`src/rtl/execute_stage_if.sv`:
```
// Execute-stage port bundle: ID/EX operands and controls in, registered EX/MEM outputs out.
// Handshake: an instruction is taken when in_valid is high and busy is low; while busy is high
// the stage ignores every in_* signal and the source must hold its instruction until busy drops.
interface execute_stage_if #(parameter int XLEN = 32);
  logic            in_valid;
  logic [XLEN-1:0] in_op1;
  logic [XLEN-1:0] in_op2;
  logic [XLEN-1:0] in_store_data;
  logic [4:0]      in_AluOp;
  logic            in_BranchEn;
  logic [2:0]      in_BranchCond;
  logic [11:0]     in_BranchOffset;
  logic            in_MemRead;
  logic            in_MemWrite;
  logic            in_MemToReg;
  logic            in_RegWrite;
  logic            in_RegDataSrc;
  logic [4:0]      in_RegDest;

  logic [XLEN-1:0] out_AluResult;
  logic [XLEN-1:0] out_StoreData;
  logic            out_MemRead;
  logic            out_MemWrite;
  logic            out_MemToReg;
  logic            out_RegWrite;
  logic            out_RegDataSrc;
  logic [4:0]      out_RegDest;
  logic            out_PCSrc;
  logic [11:0]     out_BranchOffset;
  logic            busy;
  logic [1:0]      dbgState;

  modport master (
    output in_valid, in_op1, in_op2, in_store_data, in_AluOp, in_BranchEn, in_BranchCond,
           in_BranchOffset, in_MemRead, in_MemWrite, in_MemToReg, in_RegWrite, in_RegDataSrc,
           in_RegDest,
    input  out_AluResult, out_StoreData, out_MemRead, out_MemWrite, out_MemToReg, out_RegWrite,
           out_RegDataSrc, out_RegDest, out_PCSrc, out_BranchOffset, busy, dbgState
  );

  modport slave (
    input  in_valid, in_op1, in_op2, in_store_data, in_AluOp, in_BranchEn, in_BranchCond,
           in_BranchOffset, in_MemRead, in_MemWrite, in_MemToReg, in_RegWrite, in_RegDataSrc,
           in_RegDest,
    output out_AluResult, out_StoreData, out_MemRead, out_MemWrite, out_MemToReg, out_RegWrite,
           out_RegDataSrc, out_RegDest, out_PCSrc, out_BranchOffset, busy, dbgState
  );
endinterface

```
`src/rtl/execute_stage.sv`:
```
// RV32 execute stage: ALU, branch resolution and the registered EX/MEM boundary.
// Define RV32M_EN to build the iterative multiply/divide unit (ops 11-18); otherwise those ops yield 0.
module execute_stage #(
  parameter int XLEN = 32,
  parameter int ITER = 32
) (
  input logic       clk,
  input logic       rst,
  execute_stage_if.slave bus
);

  localparam logic [4:0] OpMul = 5'd11, OpMulh = 5'd12, OpMulhsu = 5'd13, OpMulhu = 5'd14;
  localparam logic [4:0] OpDiv = 5'd15, OpDivu = 5'd16, OpRem = 5'd17, OpRemu = 5'd18;

  typedef struct packed {
    logic        memRead;
    logic        memWrite;
    logic        memToReg;
    logic        regWrite;
    logic        regDataSrc;
    logic [4:0]  regDest;
    logic        pcSrc;
    logic [11:0] branchOffset;
  } ctrl_t;

  function automatic logic [XLEN-1:0] aluCalc(input logic [4:0] op, input logic [XLEN-1:0] a,
                                              input logic [XLEN-1:0] b);
    case (op)
      5'd0:    aluCalc = a + b;
      5'd1:    aluCalc = a - b;
      5'd2:    aluCalc = a << b[4:0];
      5'd3:    aluCalc = {{(XLEN-1){1'b0}}, $signed(a) < $signed(b)};
      5'd4:    aluCalc = {{(XLEN-1){1'b0}}, a < b};
      5'd5:    aluCalc = a ^ b;
      5'd6:    aluCalc = a >> b[4:0];
      5'd7:    aluCalc = $signed(a) >>> b[4:0];
      5'd8:    aluCalc = a | b;
      5'd9:    aluCalc = a & b;
      5'd10:   aluCalc = b;
      default: aluCalc = '0;
    endcase
  endfunction

  function automatic logic branchTaken(input logic [2:0] cond, input logic [XLEN-1:0] a,
                                       input logic [XLEN-1:0] b);
    case (cond)
      3'b000:  branchTaken = (a == b);
      3'b001:  branchTaken = (a != b);
      3'b100:  branchTaken = ($signed(a) < $signed(b));
      3'b101:  branchTaken = ($signed(a) >= $signed(b));
      3'b110:  branchTaken = (a < b);
      3'b111:  branchTaken = (a >= b);
      default: branchTaken = 1'b0;
    endcase
  endfunction

  logic [XLEN-1:0] aluRes;
  ctrl_t           inCtrl;
  logic            isMdOp;
  logic            mdDone;
  logic            stateIdle;
  ctrl_t           ctrlL;
  logic [XLEN-1:0] storeL;
  logic [XLEN-1:0] mdResult;

  assign aluRes = aluCalc(bus.in_AluOp, bus.in_op1, bus.in_op2);
  assign inCtrl = {bus.in_MemRead, bus.in_MemWrite, bus.in_MemToReg, bus.in_RegWrite,
                   bus.in_RegDataSrc, bus.in_RegDest,
                   bus.in_valid & bus.in_BranchEn & branchTaken(bus.in_BranchCond, bus.in_op1, bus.in_op2),
                   bus.in_BranchOffset};

`ifdef RV32M_EN
  typedef enum logic [1:0] {IDLE = 2'd0, BUSY = 2'd1, DONE = 2'd2} state_t;
  localparam int CW = (ITER > 1) ? $clog2(ITER) : 1;
  localparam logic [CW-1:0] LastIter = CW'(ITER - 1);

  state_t          state;
  logic [CW-1:0]   cnt;
  logic            busyQ;
  logic [4:0]      opL;
  logic            negRes;
  logic [XLEN-1:0] accHi, accLo, magB, rawA;
  logic            signA, signB, isDivIn;
  logic [XLEN-1:0] magAIn, magBIn, nextHi, nextLo;
  logic [XLEN:0]   mulSum, divShift, divDiff;
  logic [2*XLEN-1:0] prod;

  assign isMdOp = (bus.in_AluOp >= OpMul) && (bus.in_AluOp <= OpRemu);

  // accHi:accLo is the product (mul) or remainder:quotient (div); magB is multiplicand or divisor.
  always_comb begin
    signA   = bus.in_op1[XLEN-1] & (bus.in_AluOp inside {OpMul, OpMulh, OpMulhsu, OpDiv, OpRem});
    signB   = bus.in_op2[XLEN-1] & (bus.in_AluOp inside {OpMul, OpMulh, OpDiv, OpRem});
    isDivIn = (bus.in_AluOp >= OpDiv);
    magAIn  = signA ? -bus.in_op1 : bus.in_op1;
    magBIn  = signB ? -bus.in_op2 : bus.in_op2;

    mulSum   = {1'b0, accHi} + (accLo[0] ? {1'b0, magB} : {(XLEN+1){1'b0}});
    divShift = {accHi, accLo[XLEN-1]};
    divDiff  = divShift - {1'b0, magB};
    if (opL >= OpDiv) begin
      if (!divDiff[XLEN]) begin
        nextHi = divDiff[XLEN-1:0];
        nextLo = {accLo[XLEN-2:0], 1'b1};
      end else begin
        nextHi = divShift[XLEN-1:0];
        nextLo = {accLo[XLEN-2:0], 1'b0};
      end
    end else begin
      nextHi = mulSum[XLEN:1];
      nextLo = {mulSum[0], accLo[XLEN-1:1]};
    end

    prod = negRes ? -{accHi, accLo} : {accHi, accLo};
    case (opL)
      OpMul:                    mdResult = prod[XLEN-1:0];
      OpMulh, OpMulhsu, OpMulhu: mdResult = prod[2*XLEN-1:XLEN];
      OpDiv:  mdResult = (magB == '0) ? '1 : (negRes ? -accLo : accLo);
      OpDivu: mdResult = (magB == '0) ? '1 : accLo;
      OpRem:  mdResult = (magB == '0) ? rawA : (negRes ? -accHi : accHi);
      OpRemu: mdResult = (magB == '0) ? rawA : accHi;
      default: mdResult = '0;
    endcase
  end

  always_ff @(posedge clk or posedge rst) begin
    if (rst) begin
      state  <= IDLE;
      cnt    <= '0;
      busyQ  <= 1'b0;
      opL    <= '0;
      negRes <= 1'b0;
      accHi  <= '0;
      accLo  <= '0;
      magB   <= '0;
      rawA   <= '0;
      ctrlL  <= '0;
      storeL <= '0;
    end else begin
      case (state)
        IDLE: if (bus.in_valid && isMdOp) begin
          opL    <= bus.in_AluOp;
          ctrlL  <= inCtrl;
          storeL <= bus.in_store_data;
          rawA   <= bus.in_op1;
          magB   <= isDivIn ? magBIn : magAIn;
          accLo  <= isDivIn ? magAIn : magBIn;
          accHi  <= '0;
          negRes <= (bus.in_AluOp == OpRem) ? signA : (signA ^ signB);
          cnt    <= '0;
          busyQ  <= 1'b1;
          state  <= BUSY;
        end
        BUSY: begin
          accHi <= nextHi;
          accLo <= nextLo;
          cnt   <= cnt + 1'b1;
          if (cnt == LastIter) state <= DONE;
        end
        DONE: begin
          busyQ <= 1'b0;
          state <= IDLE;
        end
        default: state <= IDLE;
      endcase
    end
  end

  assign mdDone       = (state == DONE);
  assign stateIdle    = (state == IDLE);
  assign bus.busy     = busyQ;
  assign bus.dbgState = state;
`else
  assign isMdOp       = 1'b0;
  assign mdDone       = 1'b0;
  assign stateIdle    = 1'b1;
  assign ctrlL        = '0;
  assign storeL       = '0;
  assign mdResult     = '0;
  assign bus.busy     = 1'b0;
  assign bus.dbgState = 2'd0;
`endif

  logic [XLEN-1:0] resultQ, storeQ;
  ctrl_t           ctrlQ;

  // Bubbles clear every control field but leave the data registers holding their last value.
  always_ff @(posedge clk or posedge rst) begin
    if (rst) begin
      resultQ <= '0;
      storeQ  <= '0;
      ctrlQ   <= '0;
    end else if (mdDone) begin
      resultQ <= mdResult;
      storeQ  <= storeL;
      ctrlQ   <= ctrlL;
    end else if (stateIdle && bus.in_valid && !isMdOp) begin
      resultQ <= aluRes;
      storeQ  <= bus.in_store_data;
      ctrlQ   <= inCtrl;
    end else begin
      ctrlQ   <= '0;
    end
  end

  assign bus.out_AluResult    = resultQ;
  assign bus.out_StoreData    = storeQ;
  assign bus.out_MemRead      = ctrlQ.memRead;
  assign bus.out_MemWrite     = ctrlQ.memWrite;
  assign bus.out_MemToReg     = ctrlQ.memToReg;
  assign bus.out_RegWrite     = ctrlQ.regWrite;
  assign bus.out_RegDataSrc   = ctrlQ.regDataSrc;
  assign bus.out_RegDest      = ctrlQ.regDest;
  assign bus.out_PCSrc        = ctrlQ.pcSrc;
  assign bus.out_BranchOffset = ctrlQ.branchOffset;

endmodule
```
`src/flat_wrapper.sv`:
```
// flat-port wrapper written by rule: the top's interface ports become plain ports
module execute_stage_flat 
#(
  parameter int XLEN = 32,
  parameter int ITER = 32
)
  (clk, rst, bus_in_valid, bus_in_op1, bus_in_op2, bus_in_store_data, bus_in_AluOp, bus_in_BranchEn, bus_in_BranchCond, bus_in_BranchOffset, bus_in_MemRead, bus_in_MemWrite, bus_in_MemToReg, bus_in_RegWrite, bus_in_RegDataSrc, bus_in_RegDest, bus_out_AluResult, bus_out_StoreData, bus_out_MemRead, bus_out_MemWrite, bus_out_MemToReg, bus_out_RegWrite, bus_out_RegDataSrc, bus_out_RegDest, bus_out_PCSrc, bus_out_BranchOffset, bus_busy, bus_dbgState);
  execute_stage_if #(.XLEN(XLEN)) bus_i ();
  input logic clk;
  input logic rst;
  input wire logic [$bits(bus_i.in_valid)-1:0] bus_in_valid;
  input wire logic [$bits(bus_i.in_op1)-1:0] bus_in_op1;
  input wire logic [$bits(bus_i.in_op2)-1:0] bus_in_op2;
  input wire logic [$bits(bus_i.in_store_data)-1:0] bus_in_store_data;
  input wire logic [$bits(bus_i.in_AluOp)-1:0] bus_in_AluOp;
  input wire logic [$bits(bus_i.in_BranchEn)-1:0] bus_in_BranchEn;
  input wire logic [$bits(bus_i.in_BranchCond)-1:0] bus_in_BranchCond;
  input wire logic [$bits(bus_i.in_BranchOffset)-1:0] bus_in_BranchOffset;
  input wire logic [$bits(bus_i.in_MemRead)-1:0] bus_in_MemRead;
  input wire logic [$bits(bus_i.in_MemWrite)-1:0] bus_in_MemWrite;
  input wire logic [$bits(bus_i.in_MemToReg)-1:0] bus_in_MemToReg;
  input wire logic [$bits(bus_i.in_RegWrite)-1:0] bus_in_RegWrite;
  input wire logic [$bits(bus_i.in_RegDataSrc)-1:0] bus_in_RegDataSrc;
  input wire logic [$bits(bus_i.in_RegDest)-1:0] bus_in_RegDest;
  output wire logic [$bits(bus_i.out_AluResult)-1:0] bus_out_AluResult;
  output wire logic [$bits(bus_i.out_StoreData)-1:0] bus_out_StoreData;
  output wire logic [$bits(bus_i.out_MemRead)-1:0] bus_out_MemRead;
  output wire logic [$bits(bus_i.out_MemWrite)-1:0] bus_out_MemWrite;
  output wire logic [$bits(bus_i.out_MemToReg)-1:0] bus_out_MemToReg;
  output wire logic [$bits(bus_i.out_RegWrite)-1:0] bus_out_RegWrite;
  output wire logic [$bits(bus_i.out_RegDataSrc)-1:0] bus_out_RegDataSrc;
  output wire logic [$bits(bus_i.out_RegDest)-1:0] bus_out_RegDest;
  output wire logic [$bits(bus_i.out_PCSrc)-1:0] bus_out_PCSrc;
  output wire logic [$bits(bus_i.out_BranchOffset)-1:0] bus_out_BranchOffset;
  output wire logic [$bits(bus_i.busy)-1:0] bus_busy;
  output wire logic [$bits(bus_i.dbgState)-1:0] bus_dbgState;
  assign bus_i.in_valid = bus_in_valid;
  assign bus_i.in_op1 = bus_in_op1;
  assign bus_i.in_op2 = bus_in_op2;
  assign bus_i.in_store_data = bus_in_store_data;
  assign bus_i.in_AluOp = bus_in_AluOp;
  assign bus_i.in_BranchEn = bus_in_BranchEn;
  assign bus_i.in_BranchCond = bus_in_BranchCond;
  assign bus_i.in_BranchOffset = bus_in_BranchOffset;
  assign bus_i.in_MemRead = bus_in_MemRead;
  assign bus_i.in_MemWrite = bus_in_MemWrite;
  assign bus_i.in_MemToReg = bus_in_MemToReg;
  assign bus_i.in_RegWrite = bus_in_RegWrite;
  assign bus_i.in_RegDataSrc = bus_in_RegDataSrc;
  assign bus_i.in_RegDest = bus_in_RegDest;
  assign bus_out_AluResult = bus_i.out_AluResult;
  assign bus_out_StoreData = bus_i.out_StoreData;
  assign bus_out_MemRead = bus_i.out_MemRead;
  assign bus_out_MemWrite = bus_i.out_MemWrite;
  assign bus_out_MemToReg = bus_i.out_MemToReg;
  assign bus_out_RegWrite = bus_i.out_RegWrite;
  assign bus_out_RegDataSrc = bus_i.out_RegDataSrc;
  assign bus_out_RegDest = bus_i.out_RegDest;
  assign bus_out_PCSrc = bus_i.out_PCSrc;
  assign bus_out_BranchOffset = bus_i.out_BranchOffset;
  assign bus_busy = bus_i.busy;
  assign bus_dbgState = bus_i.dbgState;
  execute_stage #(.XLEN(XLEN), .ITER(ITER)) u_core (.clk(clk), .rst(rst), .bus(bus_i));
endmodule
```
`config.mk`:
```
export PLATFORM = sky130hd
export DESIGN_NAME = execute_stage_flat
export DESIGN_NICKNAME = d
export VERILOG_FILES = /design/src/rtl/execute_stage_if.sv /design/src/rtl/execute_stage.sv /design/src/flat_wrapper.sv
export SDC_FILE = /design/constraint.sdc
export NUM_CORES = 1
export LEC_CHECK = 0
export BUFFER_PORTS_ARGS = -buffer_cell sky130_fd_sc_hd__buf_4
export CORE_MARGIN = 2
export CORE_UTILIZATION = 45
export DETAILED_ROUTE_END_ITERATION = 10
export GPL_TIMING_DRIVEN = 0
export PLACE_DENSITY = 0.67
export RECOVER_POWER = 50
export SKIP_CTS_REPAIR_TIMING = 1
export SLEW_MARGIN = 20
export SYNTH_ARGS = -nofsm -noshare
export SYNTH_HDL_FRONTEND = slang
export SYNTH_SLANG_ARGS = --single-unit
```
`constraint.sdc`:
```
create_clock -name clk -period 3.5 [get_ports clk]
set_input_delay 0.525 -clock clk [delete_from_list [all_inputs] [get_ports clk]]
set_output_delay 0.525 -clock clk [all_outputs]
set_load 0.01 [all_outputs]
```
==> results of run 1 <==
## per-stage QoR
step,setup slack [ns],setup TNS [ns],cells,instance area (um2),util [%]
3_3_place_gp,-1.42,-59.22,2105,13700,54.3
2_1_floorplan,0.0144,0,1561,11700,-
4_1_cts,-0.923,-10.69,2121,14100,55.5
6_report,-0.0143,-0.0143,2122,14200,56.2
5_1_grt,-0.0386,-0.0779,2121,14200,56.2
3_5_place_dp,-1.28,-22.36,2106,13800,54.4
## layout make-up
class / count / area, um2 / share of cell area, %
multi-input cells: 1246 / 8890 / 62.4
flip-flops and latches: 87 / 2180 / 15.3
repair buffers: 224 / 1530 / 10.7
plain buffers: 111 / 527 / 3.70
inverters: 108 / 427 / 3.00
well taps: 330 / 413 / 2.90
clock buffers: 9 / 225 / 1.58
clock inverters: 6 / 51.3 / 0.360
diodes: 1 / 2.50 / 0.0176
## per-layer routing
layer / track usage [%] / wire length, um / vias to the layer above
met4: 28.5 / 4760 / 0
met2: 67.0 / 26200 / 1241
met1: 56.7 / 23000 / 6739
met5: 0.947 / 0 / -
li1: - / - / 6173
met3: 11.3 / 8650 / 254
## kinds of logic (layout without fill, tap and decap cells)
| family | Yosys count | count (layout) | share of synthesized area (%) |
|---|---|---|---|
| simple gates | 473 | 473 | 19.1 |
| flops | 87 | 87 | 18.6 |
| mux | 122 | 122 | 12.1 |
| compound gates | 526 | 526 | 29.9 |
| fa+ha+maj | 99 | 99 | 10.7 |
| other cells | 1 | 4 | 0.0321 |
| xor+xnor | 23 | 23 | 1.72 |
| buf+inv | 228 | 458 | 7.67 |
## sequential cells by signal, indices dropped and copies added (netlist names)
register	flops
u_core.bus.out_RegWrite	1
u_core.bus.out_BranchOffset	12
u_core.bus.out_PCSrc	1
u_core.bus.out_MemWrite	1
u_core.bus.out_MemRead	1
u_core.bus.out_MemToReg	1
u_core.bus.out_AluResult	32
u_core.bus.out_StoreData	32
u_core.bus.out_RegDataSrc	1
u_core.bus.out_RegDest	5
## worst paths after layout
check,start,end,slack [ns],cells after the start
max in group asynchronous,rst,u_core.bus.out_StoreData[9],0.97,3
worst min-delay path,bus_in_BranchOffset[8],u_core.bus.out_BranchOffset[8],0.39,2
worst max register to register,u_core.bus.out_AluResult[31],u_core.bus.out_AluResult[31],1.51,7
min in group asynchronous,rst,u_core.bus.out_AluResult[23],0.52,2
worst min register to register,u_core.bus.out_AluResult[9],u_core.bus.out_AluResult[9],0.49,1
worst max-delay path,bus_in_op2[1],u_core.bus.out_AluResult[29],-0.01,13
## cells in the final DEF, fill, tap and decap left out, types with 16 or more instances in the layout
master and count:
nor2_1 155, nand3_1 22, a22oi_1 20, mux2i_1 64
xnor2_1 19, mux2_2 46, ha_1 94, o221ai_1 18
nand2_1 123, inv_1 100, a211oi_1 33, o21ai_0 104
a21o_1 16, a21oi_1 134, and2_1 30, o22ai_1 18
clkbuf_1 107, dfrtp_1 87, nor3_1 34, nor2b_1 20
buf_4 183, o211ai_1 27
## worst reg2reg max path, delay by kind of cell, from the launching register on
kind	cells	cell delay, ns
compound gates	2	0.49
simple gates	4	0.75
flops	1	0.37
mux	1	0.24
## power by group
part / switching (W) / internal [W]
logic: 0.00126 / 0.000699
registers: 0.0000367 / 0.00107
clock network: 0.000475 / 0.000491
total: 0.00177 / 0.00226
==> qor.yml, run 1 <==
synthesis:
  ys_warn_count: 0
  synth_area_leader_cell: "dfrtp_1"
  synth_top_area_share_pct: 18.6
  synth_commonest_cells: "nor2_1 (156), a21oi_1 (138), nand2_1 (123)"
  synth_area_leaders: "dfrtp_1 (19%), ha_1 (10%), a21oi_1 (5.9%)"
  yosys.cell_count.top_type: "nor2_1"
  syn_inst: 1559
  syn-cell-area_um2: 11700
  async_flop_share_pct: 100
  ys_seq_elements: 87
  avgSynthCellArea_um2: 7.49
  synth_edf_count: 0
  ys_seq_area_share_pct: 18.6
  ys.flop_type: "dfrtp_1"
  ys_types: 87
route:
  detail_route.wl_per_cell_um: 29.5
  ant_nets: 0
  wl_mm: 62.6
  drc: 0
  detail_route.iter0.violations: 2299
  via_count: 14400
  vias_per_cell: 6.79
  dr.pass1.iters: 6
sta:
  fin_crit_sh_pct: 100
  layout_setup_ws_ns: -0.0143
  rsz0062_at_grt: "yes"
  maxSlewHeadroom_pct: -2.23
  fmax_mhz: 285
  setup_violations: 1
  worst_slew_pin_slew_ns: 1.53
  finalMaxSlewViolations: 30
  hold_violations: 0
  min_period_ns: 3.51
  skew_ns: 0
  holdWs_ns: 0.386
clocking:
  cts.htree.levels: 3
  cts_sinks: 87
  clk_latency_ns: 0.34
  numCtsBuffers: 9
  cts_tree: "built"
  root_buffer: "clkbuf_16"
  clock_path_buffers: 2
  clk_pin_slew_ns: 0.07
floorplanning:
  ios: 220
  die_h_um: 165
  start_util_pct: 46.1
  row_count: 58
  core-area_um2: 25300
  die_w_um: 165
  dieArea_um2: 27300
critical_path:
  cp.required_ns: 3.75
  crit_path_start_kind: "input port"
  path_cells: "buf_4, buf_6, clkinvlp_4, ha_4, o21ba_2, a2111o_1, a211o_1, a21oi_2, o2bb2ai_4, o211ai_1, a311oi_2, xor2_1, o31ai_1"
  worstSetupPathType: "input port to flip-flop"
  cp_max_fo: 9
  crit_buf_inv: 3
  crit_slowest_cell: "a2111o_1"
  arrival_ns: 3.77
  cp_top_family: "compound AO/OA/AOI/OAI gates"
  cpPeakStageDelay_ns: 0.49
  end_kind: "flip-flop"
cells_and_area:
  nFillCells: 2470
  fin_nets: 2016
  drive_gt1_share_pct: 18.9
  syn_to_final_growth_pct: 21.9
power_and_ir_drop:
  finalPower_w: 0.00403
  irDropWorstVdd_v: 0.000246
  p_leak_nw: 6.28
  powerDensity_nw_per_um2: 283
global_routing:
  grt_max_degree: 60
  grt-ovfl-total: 0
  grt_antenna_before_repair: 1
  grt_pass1_vias: 13300
  grt_use_total_pct: 44.6
  grt_pass1_wl_mm: 87.6
placed_design:
  port_buffers: 214
  dp_hpwl_mm: 49.6
  place_congestion: 1.16
run_status:
  status: "finished with violations"
  violations: "capacitance limit, slew limit, setup timing"
flow_run:
  maxCapViolCount: 1
worst_hold_path:
  hp-class: "input port to flip-flop"
Note: power is estimated with default switching activity, not from simulation.
==> run 2: changes to the inputs <==
--- a/config.mk
+++ b/config.mk
@@ -6,6 +6,7 @@
 export NUM_CORES = 1
 export LEC_CHECK = 0
 export BUFFER_PORTS_ARGS = -buffer_cell sky130_fd_sc_hd__buf_4
+export CORE_ASPECT_RATIO = 1.5
 export CORE_MARGIN = 2
 export CORE_UTILIZATION = 45
 export DETAILED_ROUTE_END_ITERATION = 10
==> constraint.sdc (replaced) <==
create_clock -name clk -period 3.6 [get_ports clk]
set_input_delay 0.54 -clock clk [delete_from_list [all_inputs] [get_ports clk]]
set_output_delay 0.54 -clock clk [all_outputs]
set_load 0.01 [all_outputs]
==> run 2 against run 1 <==
Net effect: the flow still finishes with violations (capacitance limit, slew limit, setup timing); routed wire length rose by 1.9%; die area barely moved; final cell count rose by 0.57%; cell area rose by 0.73%; hold slack improved by 0.018 ns; sequential share of layout area fell by 0.11 points; worst setup slack got worse by 0.024 ns; flip-flop and latch count did not move; sequential power fell by 4%; clock-buffer cell count rose by 3; core utilization fell by 0.36 points.
==> qor.yml, run 2 (synthesis results as in run 1) <==
floorplanning:
  dieArea_um2: 27300  # about the same
  row_count: 72  # +24%
  ios: 220  # unchanged
  die_h_um: 201  # +22%
  core-area_um2: 25700  # +1.4%
  start_util_pct: 45.5  # -0.62 points
  die_w_um: 136  # -18%
cells_and_area:
  nFillCells: 2508  # +1.5%
  most-common-layout-cells: "buf_4 (186), nor2_1 (155), a21oi_1 (135), nand2_1 (123), clkbuf_1 (111)"
  register_area_um2: 2180  # unchanged
  fin_nets: 2024  # +0.40%
  drive_gt1_share_pct: 19.1  # +0.13 points
  final_util_pct: 55.9  # -0.36 points
  multi_input_area_um2: 8890  # about the same
  layout_commonest_cell: "buf_4"
  syn_to_final_growth_pct: 22.8
route:
  wl_mm: 63.8  # +1.9%
  via_count: 14400  # +0.25%
  wl_met2_mm: 29.8  # +14%
  vias_per_cell: 6.77  # -0.31%
  highest_layer: "met4"
  detail_route.wl_per_cell_um: 29.9  # +1.4%
  ant_nets: 0  # unchanged
  dr.pass1.iters: 8  # +2
  detail_route.iter0.violations: 1594  # -31%
  drc: 0  # unchanged
  wl_met3_mm: 5.26  # -39%
  wl_met1_mm: 21.6  # -6.2%
clocking:
  numCtsBuffers: 9  # unchanged
  cts_tree: "built"
  clk_latency_ns: 0.37  # +0.03 ns
  clock_path_buffers: 2  # unchanged
  cts_sinks: 87  # unchanged
  root_buffer: "clkbuf_16"
  clk_pin_slew_ns: 0.06  # about the same
  cts.htree.levels: 3  # unchanged
critical_path:
  rr_startpoint: "u_core.bus.out_AluResult[31]"
  r2r_cells: 7  # unchanged
  reg2reg_to: "u_core.bus.out_AluResult[31]"
  arrival_ns: 3.83  # +0.06 ns
  end_kind: "flip-flop"
  cp.required_ns: 3.80  # +0.05 ns
  r2r_slack_ns: 1.55  # +0.04 ns
  cp_max_fo: 10  # +1
  worstSetupPathType: "input port to flip-flop"
  crit_path_start_kind: "input port"
worst_hold_path:
  worstHoldEndpoint: "u_core.bus.out_RegWrite"
  worstHoldStart: "bus_in_RegWrite"
  hp-class: "input port to flip-flop"
  hold_depth: 2  # unchanged
sta:
  worst_slew_pin_slew_ns: 1.55  # +0.0249 ns
  rsz0062_at_grt: "yes"
  skew_ns: 0  # unchanged
  finalMaxSlewViolations: 36  # +20%
  holdWs_ns: 0.404  # +0.0175 ns
  min_period_ns: 3.64
  hold_violations: 0  # unchanged
  layout_setup_ws_ns: -0.0381  # -0.0238 ns
  fin_crit_sh_pct: 101
  setup_violations: 1  # unchanged
  maxSlewHeadroom_pct: -3.90  # -1.7 points
  fmax_mhz: 275
global_routing:
  grt_antenna_before_repair: 2  # +1
  grt_pass1_wl_mm: 91.3  # +4.2%
  grt_pass1_vias: 14200  # +6.8%
  grt-ovfl-total: 0  # unchanged
  grt_use_total_pct: 45.7  # +1.1 points
  grt_max_degree: 54  # -10%
power_and_ir_drop:
  powerDensity_nw_per_um2: 276  # -2.5%
  p_leak_nw: 6.32  # +0.57%
  irDropWorstVdd_v: 0.000344  # +40%
placed_design:
  place_congestion: 1.11  # -4.5%
  port_buffers: 214  # unchanged
  dp_hpwl_mm: 52.0  # +4.8%
run_status:
  violations: "capacitance limit, slew limit, setup timing"
  status: "finished with violations"
flow_run:
  maxCapViolCount: 1  # unchanged
[run 2: per-stage QoR]
stage | std cells | worst slack [ns] | TNS [ns] | instance area (um2) | total power, W
after global routing | 2133 | -0.0529 | -0.140 | 14300 | 0.00409
after floorplan | 1561 | 0.00399 | 0 | 11700 | 0.00212
final | 2134 | -0.0381 | -0.0381 | 14300 | 0.00396
after CTS | 2126 | -1.15 | -19.09 | 14100 | 0.00384
after global placement | 2108 | -1.52 | -44.37 | 13700 | 0.00286
after detailed placement | 2110 | -1.50 | -30.59 | 13800 | 0.00288
[run 2: layout make-up]
type	instances	share of cell area (%)
Antenna cell	1	0.0174
Timing Repair Buffer	226	10.8
Inverter	108	2.97
Multi-Input combinational cell	1246	62.0
Sequential cell	87	15.2
Buffer	117	4.06
Clock inverter	4	0.384
Tap cell	333	2.90
Clock buffer	12	1.72
[run 2: routing by layer]
| layer | global-route usage, % | vias to the layer above |
|---|---|---|
| met4 | 42.6 | 0 |
| met5 | 0 | - |
| met1 | 48.1 | 6833 |
| met2 | 75.4 | 1031 |
| li1 | - | 6187 |
| met3 | 8.72 | 392 |
[run 2: worst max path at each step]
stage / start / endpoint / slack [ns] / cells past startpoint
3_5_place_dp: bus_in_op2[3] / u_core.bus.out_AluResult[29] / -1.50 / 15
4_1_cts: bus_in_op2[3] / u_core.bus.out_AluResult[29] / -1.15 / 15
2_1_floorplan: bus_in_op2[2] / u_core.bus.out_AluResult[29] / 0.004 / 15
5_1_grt: bus_in_op2[1] / u_core.bus.out_AluResult[29] / -0.05 / 13
6_report: bus_in_op2[0] / u_core.bus.out_AluResult[18] / -0.04 / 11
3_3_place_gp: bus_in_op2[3] / u_core.bus.out_AluResult[29] / -1.52 / 15
[run 2: report_power, final]
group / switching, W / leakage, nW / total [W] / internal (W)
logic: 0.00123 / 5.06 / 0.00191 / 0.000683
registers: 0.0000324 / 1.11 / 0.00107 / 0.00104
clock network: 0.000412 / 0.143 / 0.000972 / 0.000560
[run 2: critical path, cell delays in order]
cell and delay [ns]:
buf_4 0.20, buf_6 0.18, clkbuf_1 0.61, buf_1 0.62, nand2_1 0.09, o21ai_0 0.20, mux2i_1 0.24, o21ai_0 0.48
o221ai_1 0.18, a21oi_1 0.32, o221ai_1 0.15
==> run 3: changes to the inputs <==
==> constraint.sdc (replaced) <==
create_clock -name clk -period 3.6 [get_ports clk]
set_input_delay 0.36 -clock clk [delete_from_list [all_inputs] [get_ports clk]]
set_output_delay 0.36 -clock clk [all_outputs]
set_load 0.01 [all_outputs]
==> run 3 against run 2 <==
Net effect: the flow still finishes with violations (capacitance limit, slew limit, setup timing); cell area fell by 1.4%; hold slack got worse by 0.18 ns; critical path depth fell by 4; largest cell class unchanged; highest routed layer unchanged.
==> qor.yml, run 3 (synthesis results as in run 1) <==
run_status:
  status: "finished with violations"
  violations: "capacitance limit, slew limit, setup timing"
sta:
  maxSlewHeadroom_pct: -4.25  # -0.35 points
  setup_violations: 4  # +3
  hold_violations: 0  # unchanged
  fin_crit_sh_pct: 101  # -0.54 points
  fmax_mhz: 276  # +0.54%
  worst_slew_pin_slew_ns: 1.56  # +0.00522 ns
  skew_ns: 0  # unchanged
  finalMaxSlewViolations: 37  # +2.8%
  min_period_ns: 3.62  # -0.0196 ns
  layout_setup_ws_ns: -0.0185  # +0.0196 ns
  setup_tns_ns: -0.0374  # +0.000729 ns
critical_path:
  end_kind: "flip-flop"
  cp_max_fo: 10  # unchanged
  crit_path_start_kind: "input port"
  arrival_ns: 3.89  # +0.06 ns
  crit_top_cell: "clkbuf_1"
  cp.required_ns: 3.87  # +0.07 ns
  crit_buf_inv: 3  # -1
  cpPeakStageDelay_ns: 0.79  # +0.17 ns
  cp_top_family: "buffers and inverters"
  path_cells: "clkbuf_1, clkinv_1, nor2_1, o21a_1, clkbuf_1, o21ai_0, o311ai_1"
  crit_slowest_cell: "clkbuf_1"
  worstSetupPathType: "input port to flip-flop"
clocking:
  cts_tree: "built"
  clk_pin_slew_ns: 0.08  # +0.02 ns
  cts_sinks: 87  # unchanged
  cts.htree.levels: 3  # unchanged
  clock_path_buffers: 2  # unchanged
  numCtsBuffers: 9  # unchanged
  root_buffer: "clkbuf_16"
  clk_latency_ns: 0.37  # about the same
placed_design:
  dpl_cell_area_um2: 13800  # about the same
  place_ws_ns: -1.55  # -0.0499 ns
  place_congestion: 1.18  # +6.3%
  dp_hpwl_mm: 51.0  # -1.9%
  port_buffers: 214  # unchanged
power_and_ir_drop:
  finalPower_w: 0.00398  # +0.62%
  powerDensity_nw_per_um2: 281  # +2.1%
  p_leak_nw: 6.28  # -0.65%
  irDropWorstVdd_v: 0.000277  # -19%
cells_and_area:
  most-common-layout-cells: "buf_4 (179), nor2_1 (156), a21oi_1 (135), nand2_1 (123), clkbuf_1 (116)"
  syn_to_final_growth_pct: 21.1
  drive_gt1_share_pct: 17.8  # -1.3 points
  stdcell_area_um2: 14100  # -1.4%
  diodes: 0  # -1
  layout_commonest_cell: "buf_4"
  fin_nets: 2021  # -0.15%
route:
  via_count: 14300  # -1.3%
  ant_nets: 0  # unchanged
  detail_route.iter0.violations: 1690  # +6.0%
  vias_per_cell: 6.69  # -1.1%
  dr.pass1.iters: 6  # -2
  detail_route.wl_per_cell_um: 29.4  # -1.6%
  wl_mm: 62.6  # -1.8%
  drc: 0  # unchanged
global_routing:
  grt_use_total_pct: 44.6  # -1.1 points
  grt_pass1_vias: 13800  # -2.7%
  grt-ovfl-total: 0  # unchanged
  grt_max_degree: 53  # -1.9%
  grt_pass1_wl_mm: 88.8  # -2.7%
  grt_antenna_before_repair: 0  # -2
flow_run:
  maxCapViolCount: 1  # unchanged
floorplanning:
  row_count: 72  # unchanged
  die_h_um: 201  # unchanged
  core-area_um2: 25700  # unchanged
  dieArea_um2: 27300  # unchanged
  ios: 220  # unchanged
  die_w_um: 136  # unchanged
  start_util_pct: 45.5  # unchanged
worst_hold_path:
  hp-class: "input port to flip-flop"
-- run 3: cell types whose count changed in the layout (fill, tap and decap cells not counted), sizes merged --
cell	change
buf	-9
clkinvlp	-2
bufinv	+1
diode	-1
clkbuf	+8
clkdlybuf4s15	-2
clkinv	+1
-- run 3: layout make-up --
type / instances / area, um2
buffer: 118 / 547
clock buffer: 12 / 256
clock inverter: 4 / 77.6
fill: 2602 / 11500
inverter: 108 / 419
multi-input combinational: 1246 / 8740
sequential: 87 / 2180
tap: 333 / 417
timing repair buffer: 222 / 1500
-- run 3: worst paths after layout --
check	from	endpoint	slack [ns]	depth (start not counted)
hold / removal	bus_in_store_data[4]	u_core.bus.out_StoreData[4]	0.23	2
setup / recovery	bus_in_valid	u_core.bus.out_AluResult[30]	-0.02	7
max in group asynchronous	rst	u_core.bus.out_BranchOffset[11]	1.28	3
hold reg to reg	u_core.bus.out_AluResult[23]	u_core.bus.out_AluResult[23]	0.49	2
min in group asynchronous	rst	u_core.bus.out_AluResult[14]	0.37	2
setup reg to reg	u_core.bus.out_AluResult[31]	u_core.bus.out_AluResult[31]	1.52	7
-- run 3: stage by stage --
step	util, %	hold slack [ns]	cells
after floorplan	-	0.494	1561
after global placement	53.5	0.472	2108
after detailed placement	53.6	0.423	2110
after CTS	54.9	0.0466	2126
after global routing	55.1	0.219	2130
final	55.1	0.225	2130
-- run 3: routing by layer --
metal | track usage, % | up-vias | part of all wire [%]
li1 | - | 6177 | -
met2 | 74.4 | 1035 | 46
met4 | 40.7 | 0 | 12
met5 | 0 | - | 0
met1 | 47.5 | 6702 | 33
met3 | 7.11 | 345 | 8.4
-- run 3: power by group --
group / leakage [nW] / total (W) / internal [W] / switching [W]
logic: 5.00 / 0.00186 / 0.000658 / 0.00120
registers: 1.11 / 0.00107 / 0.00104 / 0.0000311
clock network: 0.163 / 0.00105 / 0.000649 / 0.000403
